## config.mk

```make
export PLATFORM = sky130hd
export DESIGN_NAME = led_frame_scheduler
export DESIGN_NICKNAME = d
export VERILOG_FILES = /design/src/rtl/led_frame_scheduler.sv
export SDC_FILE = /design/constraint.sdc
export NUM_CORES = 1
export LEC_CHECK = 0
export ABC_AREA = 1
export BUFFER_PORTS_ARGS = -buffer_cell sky130_fd_sc_hd__buf_2
export CAP_MARGIN = 20
export CORE_MARGIN = 5
export CORE_UTILIZATION = 40
export DETAILED_ROUTE_END_ITERATION = 10
export PLACE_DENSITY = 0.65
export SKIP_LAST_GASP = 1
export SLEW_MARGIN = 30
export SYNTH_ARGS = -nofsm -noshare
export SYNTH_HDL_FRONTEND = slang
export SYNTH_SLANG_ARGS = --single-unit
```

## constraint.sdc

```tcl
create_clock -name clk -period 3.28 [get_ports clk]
set_input_delay 0.328 -clock clk [delete_from_list [all_inputs] [get_ports clk]]
set_output_delay 0.328 -clock clk [all_outputs]
set_load 0.1 [all_outputs]
```

## src/rtl/led_frame_scheduler.sv

```systemverilog
// WS2812 frame sequencer: emits one GRB word per LED on a valid/ready handshake,
// then holds the strip latch gap before the next frame.
module led_frame_scheduler #(
  parameter int         NUM_LEDS        = 100,
  parameter int         POS_W           = 8,
  parameter int         LATCH_CLK_COUNT = 15000,
  parameter logic [7:0] BRIGHTNESS      = 8'h20,
  localparam int        IDX_W           = $clog2(NUM_LEDS)
) (
  input  logic             clk,
  input  logic             reset,
  input  logic             is_in_menu,
  input  logic [2:0]       countdown,
  input  logic [POS_W-1:0] green_pos,
  input  logic [POS_W-1:0] red_pos,
  input  logic [POS_W-1:0] blue_pos,
  input  logic [POS_W-1:0] yellow_pos,
  input  logic             pixel_ready,
  output logic             pixel_valid,
  output logic [23:0]      pixel_grb,
  output logic [IDX_W-1:0] pixel_index,
  output logic             frame_start,
  output logic             frame_done,
  output logic             busy
);
  localparam int               CMP_W    = (POS_W > IDX_W) ? POS_W : IDX_W;
  localparam int               CNT_W    = $clog2(LATCH_CLK_COUNT + 1);
  localparam logic [CNT_W-1:0] CNT_LAST = CNT_W'(LATCH_CLK_COUNT - 1);
  localparam logic [IDX_W-1:0] IDX_LAST = IDX_W'(NUM_LEDS - 1);

  typedef enum logic [1:0] {S_LATCH, S_FRAME_START, S_SEND} state_t;

  state_t           r_state;
  state_t           w_next;
  logic [CNT_W-1:0] r_cnt;
  logic [1:0]       r_rr;
  logic [IDX_W-1:0] r_idx;
  logic [23:0]      r_grb;
  logic             r_menu_snap;
  logic [2:0]       r_cd_snap;
  logic [POS_W-1:0] r_g_snap;
  logic [POS_W-1:0] r_r_snap;
  logic [POS_W-1:0] r_b_snap;
  logic [POS_W-1:0] r_y_snap;
  logic             w_send;
  logic             w_hs;
  logic             w_last;

  // Colour of one LED; the round-robin scan starts at rr so a shared LED rotates owners.
  function automatic logic [23:0] f_pixel(
    input logic             menu,
    input logic [2:0]       cd,
    input logic [POS_W-1:0] g,
    input logic [POS_W-1:0] r,
    input logic [POS_W-1:0] b,
    input logic [POS_W-1:0] y,
    input logic [1:0]       rr,
    input logic [IDX_W-1:0] idx
  );
    logic [CMP_W-1:0] w_i;
    logic [3:0]       w_cov;
    logic [1:0]       w_p;
    logic             w_found;
    logic [23:0]      w_col;
    w_i     = CMP_W'(idx);
    w_cov   = {CMP_W'(y) == w_i, CMP_W'(b) == w_i, CMP_W'(r) == w_i, CMP_W'(g) == w_i};
    w_found = 1'b0;
    w_col   = 24'h0;
    w_p     = 2'd0;
    if (menu) begin
      if (32'(idx) < 32'(cd)) w_col = {BRIGHTNESS, BRIGHTNESS, BRIGHTNESS};
    end else begin
      for (int k = 0; k < 4; k++) begin
        w_p = rr + 2'(k);
        if (!w_found && w_cov[w_p]) begin
          w_found = 1'b1;
          case (w_p)
            2'd0:    w_col = {BRIGHTNESS, 8'h00, 8'h00};
            2'd1:    w_col = {8'h00, BRIGHTNESS, 8'h00};
            2'd2:    w_col = {8'h00, 8'h00, BRIGHTNESS};
            default: w_col = {BRIGHTNESS, BRIGHTNESS, 8'h00};
          endcase
        end
      end
    end
    return w_col;
  endfunction

  assign w_send      = (r_state == S_SEND);
  assign w_hs        = w_send & pixel_ready;
  assign w_last      = (r_idx == IDX_LAST);
  assign pixel_valid = w_send;
  assign pixel_grb   = r_grb;
  assign pixel_index = r_idx;
  assign frame_start = (r_state == S_FRAME_START);
  assign frame_done  = w_hs & w_last;
  assign busy        = (r_state == S_FRAME_START) | w_send;

  always_ff @(posedge clk or negedge reset) begin
    if (!reset) r_state <= S_LATCH;
    else        r_state <= w_next;
  end

  always_comb begin
    w_next = r_state;
    case (r_state)
      S_LATCH:       if (r_cnt == CNT_LAST) w_next = S_FRAME_START;
      S_FRAME_START: w_next = S_SEND;
      S_SEND:        if (w_hs && w_last) w_next = S_LATCH;
      default:       w_next = S_LATCH;
    endcase
  end

  // Pixel 0 is built from the live inputs on the same edge that snapshots them.
  always_ff @(posedge clk or negedge reset) begin
    if (!reset) begin
      r_cnt <= '0;
      r_rr  <= 2'd0;
      r_idx <= '0;
      r_grb <= 24'h0;
    end else begin
      case (r_state)
        S_LATCH: r_cnt <= (r_cnt == CNT_LAST) ? '0 : r_cnt + 1'b1;
        S_FRAME_START: begin
          r_idx <= '0;
          r_grb <= f_pixel(is_in_menu, countdown, green_pos, red_pos, blue_pos,
                           yellow_pos, r_rr, {IDX_W{1'b0}});
        end
        S_SEND: begin
          if (w_hs) begin
            if (w_last) begin
              r_idx <= '0;
              r_grb <= 24'h0;
              r_rr  <= r_rr + 2'd1;
            end else begin
              r_idx <= IDX_W'(r_idx + 1'b1);
              r_grb <= f_pixel(r_menu_snap, r_cd_snap, r_g_snap, r_r_snap, r_b_snap,
                               r_y_snap, r_rr, IDX_W'(r_idx + 1'b1));
            end
          end
        end
        default: ;
      endcase
    end
  end

  always_ff @(posedge clk) begin
    if (r_state == S_FRAME_START) begin
      r_menu_snap <= is_in_menu;
      r_cd_snap   <= countdown;
      r_g_snap    <= green_pos;
      r_r_snap    <= red_pos;
      r_b_snap    <= blue_pos;
      r_y_snap    <= yellow_pos;
    end
  end

endmodule
```

After elaboration in Yosys (flattened, before gate mapping). Index checks and enable logic that the tools add are counted.

Bits in registers: 85.

$add $sub $neg: 5. Magnitude comparators: 6. Equality and inequality tests: 19. Muxes and demuxes: 66. Bitwise gates (word level): 3. Reductions and logical operators: 26.

Operator list (count): $pmux 22 s3 (4); $mux 24 (10); $mux 22 (4); $pmux 24 s2 (1); $eq 8x7->1 (4); $logic_not 8->1 (4); $mux 1 (32); $bmux 1 s2 (8); $add 14x1->14 const B (1); $eq 14x14->1 const B (1); $mux 14 (1); $mux 7 (2); $pmux 7 s2 (1); $lt 2x3->1 const B (4); $eq 2x1->1 const B (5); $eq 2x2->1 const B (5); $logic_not 2->1 (5); $add 7x1->7 const B (1); $eq 7x7->1 const B (1); $logic_and 1x1->1 (7); $lt 7x3->1 (1); $logic_not 1->1 (6); $pmux 2 s3 (1); $add 2x2->2 const B (2); 10 further kinds (14).

Depth between registers and ports, before layout. Gate-level depths: netlist of run 1.

Depth in word-level cells: 30. Mapped depth: 20. Mapped depth without buffers: 20.

Worst setup path after synthesis of run 1. OpenSTA, ideal clock, no wires.

Kind: register to register. Start: reg r_idx[5], in the netlist pixel_index[5]. End: reg r_state[1]. Library setup time: 136 ps. Arrival: 3591 ps. Path slack: -447 ps. Cell stages (with the launch flop): 9. Period minus slack after synthesis: 3727 ps. Cell sequence: dfrtp_1 -> inv_1 -> nor3_1 -> and3_1 -> inv_1 -> nor2_1 -> o21ai_0 -> nor2_1 -> a21oi_1.

Cells in the longest elaborated chain, start to end: 4.

Ends and longest elaborated chain: start: declaration (RTL line 37) `logic [IDX_W-1:0] r_idx;`; start signal: assignment (RTL line 136) `r_idx <= IDX_W'(r_idx + 1'b1);`; $eq 7x7->1 (RTL line 91) `assign w_last = (r_idx == IDX_LAST);`; $logic_and 1x1->1 (RTL line 109) `S_SEND: if (w_hs && w_last) w_next = S_LATCH;`; $ne 2x1->1 (no line); $reduce_and 2->1 (no line); end signal: assignment (RTL line 101) `else r_state <= w_next;`; end: declaration (RTL line 33) `state_t r_state;`.

No other way between the ends. A chain may end at the register's enable or synchronous reset.

Worst setup path after layout of run 1.
Start: reg r_idx[0], in the netlist pixel_index[0]. End: reg r_grb[21], in the netlist pixel_grb[21].

Cells in the longest elaborated chain, start to end: 30. Elaborated cells between the ends (all ways): 45. Classes of those cells: add/sub (1); order compare (1); eq/ne (5); mux (32); reduce/logical (6).

Ends and longest elaborated chain: $add 7x1->7 (RTL line 138) `r_y_snap, r_rr, IDX_W'(r_idx + 1'b1));`; $eq 8x7->1 (RTL line 66) `w_cov = {CMP_W'(y) == w_i, CMP_W'(b) == w_i, CMP_W'(r) == w_i, CMP_W'(g) == w_i};`; $bmux 1 s2 (RTL line 75) `if (!w_found && w_cov[w_p]) begin`; $mux 1 (not written as such) (RTL line 75); $mux 1 (RTL line 75); $mux 1 (RTL line 70) `if (menu) begin`; $mux 1 (RTL line 131) `if (w_last) begin`; $mux 1 (RTL line 130) `if (w_hs) begin`; [14 not listed]; $mux 1 (RTL line 122) `case (r_state)`; $logic_not 1->1 (RTL line 75); $logic_and 1x1->1 (RTL line 75); $mux 24 (RTL line 75); $mux 24 (RTL line 70); $mux 24 * (RTL line 131); $mux 24 * (RTL line 130); $pmux 24 s2 * (RTL line 122); end signal: assignment (RTL line 126) `r_grb <= f_pixel(is_in_menu, countdown, green_pos, red_pos, blue_pos,`; end signal: assignment (RTL line 137) `r_grb <= f_pixel(r_menu_snap, r_cd_snap, r_g_snap, r_r_snap, r_b_snap,`; end: declaration (RTL line 38) `logic [23:0] r_grb;`.

Every way passes the cells marked *; elsewhere a longest branch is shown, timed or not. The select of a mux whose other input is x is not followed.

==> results of run 1 <==
-- kinds of logic after synthesis --
kind of cell | after synthesis | synth area share
simple gates | 318 | 0.328
flops | 64 | 0.440
xor+xnor | 4 | 0.00865
other cells | 1 | 0.000926
fa+ha+maj | 13 | 0.0402
buf+inv | 94 | 0.108
compound gates | 54 | 0.0742
-- stage by stage --
stage	total power, mW	setup WS, ns	instances	hold slack [ns]	area, µm²
after floorplan	1.00	0.175	568	0.0324	4130
after global placement	1.02	0.403	731	0.408	4400
after detailed placement	1.02	0.405	731	0.426	4400
after CTS	1.66	0.376	747	0.0461	4580
after global routing	1.70	0.0821	747	0.0676	4580
final	1.64	0.370	747	0.0292	4580
-- report_power, final --
part	internal (mW)	switching, mW	total (mW)	leakage [nW]
sequential	0.851	0	0.851	0.668
combinational	0.0203	0.130	0.150	1.46
clock	0.344	0.296	0.639	0.0922
total	1.21	0.426	1.64	2.22
-- routing by layer --
layer	track usage	up-vias	part of all wire
li1	-	1843	-
met1	0.221	1637	0.48
met3	0.0372	11	0.057
met5	0	-	0
met4	0.0616	0	0.017
met2	0.258	102	0.45
-- final timing paths --
path | cells past startpoint | endpoint | slack [ns]
min in group clk | 1 | r_g_snap[1] | 0.17
worst min register to register | 2 | pixel_grb[13] | 0.52
worst min-delay path | 1 | pixel_index[6] | 0.03
worst max-delay path | 18 | pixel_grb[21] | 0.37
max in group asynchronous | 1 | pixel_grb[21] | 2.80
worst max register to register | 18 | pixel_grb[21] | 0.37
-- cell type report --
class | instances | share of cell area
Sequential cell | 64 | 0.389
Timing Repair Buffer | 56 | 0.0634
Multi-Input combinational cell | 410 | 0.417
Tap cell | 133 | 0.0363
Inverter | 68 | 0.0557
Clock inverter | 5 | 0.0104
Clock buffer | 11 | 0.0287
-- synthesized netlist by cell type --
cell type	count	area, µm²
sky130_fd_sc_hd__nor3_1	5	25.0
sky130_fd_sc_hd__xor2_1	4	35.0
sky130_fd_sc_hd__a21oi_2	2	17.5
sky130_fd_sc_hd__nand2_1	163	612
sky130_fd_sc_hd__o21ai_1	3	15.0
sky130_fd_sc_hd__clkinv_1	2	7.51
sky130_fd_sc_hd__o31ai_1	2	15.0
sky130_fd_sc_hd__o32ai_1	1	8.76
sky130_fd_sc_hd__edfxtp_1	36	1080
sky130_fd_sc_hd__nand2_2	12	75.1
sky130_fd_sc_hd__buf_2	1	5.00
sky130_fd_sc_hd__o21ai_0	23	115
sky130_fd_sc_hd__nand3_1	44	220
sky130_fd_sc_hd__or2_2	2	12.5
sky130_fd_sc_hd__nor2_2	5	31.3
sky130_fd_sc_hd__nand3b_1	2	15.0
sky130_fd_sc_hd__buf_4	22	165
sky130_fd_sc_hd__nor2_1	78	293
sky130_fd_sc_hd__ha_1	13	163
sky130_fd_sc_hd__o22ai_1	10	62.6
sky130_fd_sc_hd__inv_1	64	240
sky130_fd_sc_hd__inv_2	2	7.51
sky130_fd_sc_hd__nand4_1	3	18.8
sky130_fd_sc_hd__dfrtp_1	28	701
sky130_fd_sc_hd__nor3b_1	1	7.51
sky130_fd_sc_hd__conb_1	1	3.75
sky130_fd_sc_hd__clkbuf_1	3	11.3
sky130_fd_sc_hd__a21oi_1	12	60.1
sky130_fd_sc_hd__a31oi_1	1	6.26
sky130_fd_sc_hd__and3_1	1	6.26
sky130_fd_sc_hd__nor4_1	2	12.5
-- registers in the layout, indices dropped and copies added, names as in the netlist, 3 cells and up --
signal / flops
pixel_index: 7
pixel_grb: 3
r_cnt: 14
r_b_snap: 8
r_cd_snap: 3
r_r_snap: 8
r_y_snap: 8
r_g_snap: 8
-- worst max-delay path, stage by stage, from the launching register on --
cell                      delay [ns]
sky130_fd_sc_hd__dfrtp_1        0.66
sky130_fd_sc_hd__ha_1           0.38
sky130_fd_sc_hd__inv_1          0.29
sky130_fd_sc_hd__nor2_1         0.07
sky130_fd_sc_hd__nor2_1         0.09
sky130_fd_sc_hd__nand2_1        0.06
sky130_fd_sc_hd__nor2_1         0.11
sky130_fd_sc_hd__nand3_1        0.11
sky130_fd_sc_hd__nor2_1         0.16
sky130_fd_sc_hd__nand3_1        0.11
sky130_fd_sc_hd__nand2_1        0.11
sky130_fd_sc_hd__nand2_1        0.07
sky130_fd_sc_hd__nand2_2        0.09
sky130_fd_sc_hd__nand3_1        0.09
sky130_fd_sc_hd__nor2_1         0.11
sky130_fd_sc_hd__nor2_1         0.06
sky130_fd_sc_hd__nand2_1        0.06
sky130_fd_sc_hd__nand2_1        0.06
sky130_fd_sc_hd__a21oi_2        0.13
==> results.yml, run 1 <==
critical_path:
  startpoint_type: "register"
  regToRegStartpoint: "pixel_index[0]"
  critPathCaptureType: "register"
  crit_path_max_fanout: 13
  cp_data_required_time_ns: 3.55
  worst_ep_arrival_time_ns: 3.18
  critPathLaunch: "pixel_index[0]"
  setup_cp_type: "reg -> reg"
pwr:
  cellPowerDensity_nw_per_um2: 358
  vdd_drop_max_mv: 0.149
  leakage_nw: 2.22
routing:
  vias: 3593
  viasPerCell: 4.81
  drt_wl_total_mm: 9.61
  detailedRoute.firstPassIterationCount: 5
  postRouteAntennaNets: 0
  drt_iter0_markers: 228
  remaining_drc_errors: 0
  routedWlPerCell_um: 12.9
synth:
  synthDistinctLibCells: 31
  syn_area_um2: 4050
  yosysWarnings: 0
  ys_seq_elements: 64
  synth_sequential_area_ratio: 0.440
  synthesis.area_per_instance_um2: 7.39
  syn_inst: 548
clocking:
  cts-resized-gates: 0
  cts.htree.levels: 3
  clk_path_buf_depth: 2
  clkTransAtPathRegs_ns: 0.07
  clkSinkCount: 64
  cts_made_buffers: 9
  post_cts_hold_buffer_count: 0
  post-cts-setup-buffers: 0
  clk_latency_ns: 0.35
  cts_tree: "yes"
  cts_root_buffer: "sky130_fd_sc_hd__clkbuf_8"
global_routing:
  first_global_vias: 3353
  number_of_antenna_violations_at_the_first_check_in_global_routing: 0
  groute.usage.overall: 0.164
  globalRouteOverflowTotal: 0
  grt_first_pass_wirelength_mm: 16.3
  largest_net_degree_at_the_start_of_global_routing: 35
floorplanning:
  core-area_um2: 9820
  fp-row-count: 36
  die_h_um: 111
  starting_density_of_the_core: 0.412
  ioPinCount: 74
  die_x_um: 111
  full_die_area_um2: 12200
place:
  hpwlAfterDp_mm: 7.44
  globalplace.congestion: 0.918
  buffer_ports.inserted: 52
sta:
  tightestPinTransition_ns: 0.703
  finalHoldViolCount: 0
  final.setup_skew_ns: 0.00938
  timing.fmax_mhz: 344
  min_period_ns: 2.91
  final_setup_violating_endpoints: 0
  final_min_period_over_clock_period: 0.887
  rsz0062_at_grt: "false"
  final-max-slew-violation-count: 0
  fin_setup_tns_ns: 0
  max_slew_margin: 0.531
finish:
  num_antenna_cells: 0
  nFillCells: 1035
  layout.cells.most_common: "sky130_fd_sc_hd__nand2_1"
  final_core_density: 0.466
  layout.nets: 661
  seq_area_um2: 1780
  drive_above_1_share: 0.150
  multi_input_comb_area_um2: 1910
  area_growth_syn_to_layout_pct: 13.1
  final_cell_mix: "sky130_fd_sc_hd__nand2_1, sky130_fd_sc_hd__nor2_1, sky130_fd_sc_hd__inv_1, sky130_fd_sc_hd__buf_2, sky130_fd_sc_hd__nand3_1"
outcome:
  run_status: "completed"
hold_path:
  hold_class: "in -> async"
job:
  count_of_maximum_capacitance_violations: 0
Note: power is estimated with default switching activity, not from simulation.
==> inputs of run 2 (changes only) <==
--- a/config.mk
+++ b/config.mk
@@ -12,6 +12,7 @@
 export CORE_UTILIZATION = 40
 export DETAILED_ROUTE_END_ITERATION = 10
 export PLACE_DENSITY = 0.65
+export SETUP_SLACK_MARGIN = 0.5
 export SKIP_LAST_GASP = 1
 export SLEW_MARGIN = 30
 export SYNTH_ARGS = -nofsm -noshare
==> results.yml, run 2 (same netlist as run 1, synthesis figures left out) <==
clocking:
  cts_root_buffer: "sky130_fd_sc_hd__clkbuf_8"
  clk_path_buf_depth: 2
  clk_latency_ns: 0.35
  cts.htree.levels: 3
  cts_tree: "yes"
  clkTransAtPathRegs_ns: 0.07
  clkSinkCount: 64
  cts_made_buffers: 9
global_routing:
  groute.usage.overall: 0.168
  globalRouteOverflowTotal: 0
  largest_net_degree_at_the_start_of_global_routing: 35
  grt_first_pass_wirelength_mm: 16.6
  first_global_vias: 3458
  number_of_antenna_violations_at_the_first_check_in_global_routing: 0
sta:
  final.setup_skew_ns: 0.00445
  max_slew_margin: 0.523
  finalHoldViolCount: 0
  min_period_ns: 2.52
  rsz0062_at_grt: "true"
  final_min_period_over_clock_period: 0.768
  timing.fmax_mhz: 397
  fin_setup_tns_ns: 0
  tightestPinTransition_ns: 0.716
  final-max-slew-violation-count: 0
  worst_slack_ns: 0.761
  final_setup_violating_endpoints: 0
critical_path:
  cpMaxStageDelayCell: "sky130_fd_sc_hd__dfrtp_2"
  worst_ep_arrival_time_ns: 2.80
  cp_data_required_time_ns: 3.56
  crit_path_max_fanout: 13
  startpoint_type: "register"
  critPathTopFamily: "simple AND/OR/NAND/NOR gates"
  crit_path_frequent_cell: "sky130_fd_sc_hd__nand2_1"
  path_buf_inv: 2
  cpPeakStageDelay_ns: 0.52
  setup_cp_type: "reg -> reg"
  critPathCaptureType: "register"
  worstPathCellList: "clkinv_1 -> ha_2 -> inv_1 -> nand2_1 -> nand2_1 -> nor3b_1 -> nand2_1 -> nand2_1 -> nor2_1 -> o21ai_0 -> a21oi_1 -> a21oi_1"
finish:
  layout.cells.most_common: "sky130_fd_sc_hd__nand2_1"
  layout.nets: 662
  largest_reg_flops: 14
  final_core_density: 0.468
  registers.top_by_ff_count: "r_cnt"
  num_antenna_cells: 0
  nFillCells: 1017
  area_growth_syn_to_layout_pct: 13.5
  final_cell_mix: "sky130_fd_sc_hd__nand2_1, sky130_fd_sc_hd__nor2_1, sky130_fd_sc_hd__inv_1, sky130_fd_sc_hd__buf_2, sky130_fd_sc_hd__nand3_1"
  drive_above_1_share: 0.163
routing:
  remaining_drc_errors: 0
  detailedRoute.firstPassIterationCount: 6
  routedWlPerCell_um: 13.2
  postRouteAntennaNets: 0
  drt_wl_total_mm: 9.89
  drt_iter0_markers: 230
  vias: 3621
  viasPerCell: 4.84
floorplanning:
  die_h_um: 111
  die_x_um: 111
  starting_density_of_the_core: 0.412
  full_die_area_um2: 12200
  core-area_um2: 9820
  ioPinCount: 74
  fp-row-count: 36
hold_path:
  hold_class: "in -> async"
place:
  placement.setup.worst_slack_ns: 0.552
  globalplace.congestion: 0.900
  hpwlAfterDp_mm: 7.71
  buffer_ports.inserted: 52
pwr:
  cellPowerDensity_nw_per_um2: 345
  leakage_nw: 2.21
  vdd_drop_max_mv: 0.219
job:
  count_of_maximum_capacitance_violations: 0
outcome:
  run_status: "completed"
[run 2: cell count changes in the layout (fill, tap and decap cells not counted), sizes merged]
cell,delta
buf,+1
bufinv,-1
clkinvlp,+1
[run 2: timing repair]
action	CTS	global route
hold buffers	0	0
endpoints found under the hold margin	0	0
endpoints found under the setup margin	0	3
buffers inserted	0	2
gates resized for setup	0	4
[run 2: routing by layer]
| metal | global-route usage | wire [µm] |
|---|---|---|
| met1 | 0.220 | 4610 |
| met2 | 0.260 | 4370 |
| met3 | 0.0503 | 712 |
| met4 | 0.0640 | 197 |
| met5 | 0 | 0 |
[run 2: report_power, final]
part	internal, mW	switching [mW]
combinational	0.0203	0.130
clock	0.286	0.300
sequential	0.851	0
total	1.16	0.430
[run 2: worst register-to-register path: stages, from the launching register on]
cell,delay (ns)
sky130_fd_sc_hd__dfrtp_2,0.52
sky130_fd_sc_hd__clkinv_1,0.14
sky130_fd_sc_hd__ha_2,0.45
sky130_fd_sc_hd__inv_1,0.17
sky130_fd_sc_hd__nand2_1,0.10
sky130_fd_sc_hd__nand2_1,0.09
sky130_fd_sc_hd__nor3b_1,0.35
sky130_fd_sc_hd__nand2_1,0.09
sky130_fd_sc_hd__nand2_1,0.07
sky130_fd_sc_hd__nor2_1,0.05
sky130_fd_sc_hd__o21ai_0,0.15
sky130_fd_sc_hd__a21oi_1,0.09
sky130_fd_sc_hd__a21oi_1,0.15
[run 2: path summary, 6_finish.rpt]
check                                  from             end  slack, ns  cells after the start
worst max-delay path                r_rr[0]    pixel_grb[5]       0.76                     12
worst min-delay path                  reset        r_cnt[1]       0.02                      1
worst max register to register      r_rr[0]    pixel_grb[5]       0.76                     12
worst min register to register    r_cnt[13]       r_cnt[13]       0.51                      2
max in group asynchronous             reset  pixel_index[1]       2.75                      1
min in group clk                blue_pos[1]     r_b_snap[1]       0.16                      1
[run 2: metrics by stage]
step | total power [mW] | cell area (µm²) | hold slack [ns] | instances
6_report | 1.59 | 4590 | 0.0175 | 748
5_1_grt | 1.66 | 4590 | 0.0439 | 748
4_1_cts | 1.61 | 4570 | 0.0149 | 746
3_5_place_dp | 1.02 | 4400 | 0.419 | 730
3_3_place_gp | 1.02 | 4400 | 0.410 | 730
2_1_floorplan | 1.00 | 4140 | 0.0324 | 568
[run 2: cell type report]
| class | count | area [µm²] | area share |
|---|---|---|---|
| sequential | 64 | 1790 | 0.389 |
| clock inverter | 5 | 23.8 | 0.00517 |
| tap | 133 | 166 | 0.0362 |
| inverter | 68 | 255 | 0.0556 |
| timing repair buffer | 57 | 298 | 0.0648 |
| multi-input combinational | 410 | 1920 | 0.419 |
| clock buffer | 11 | 141 | 0.0308 |
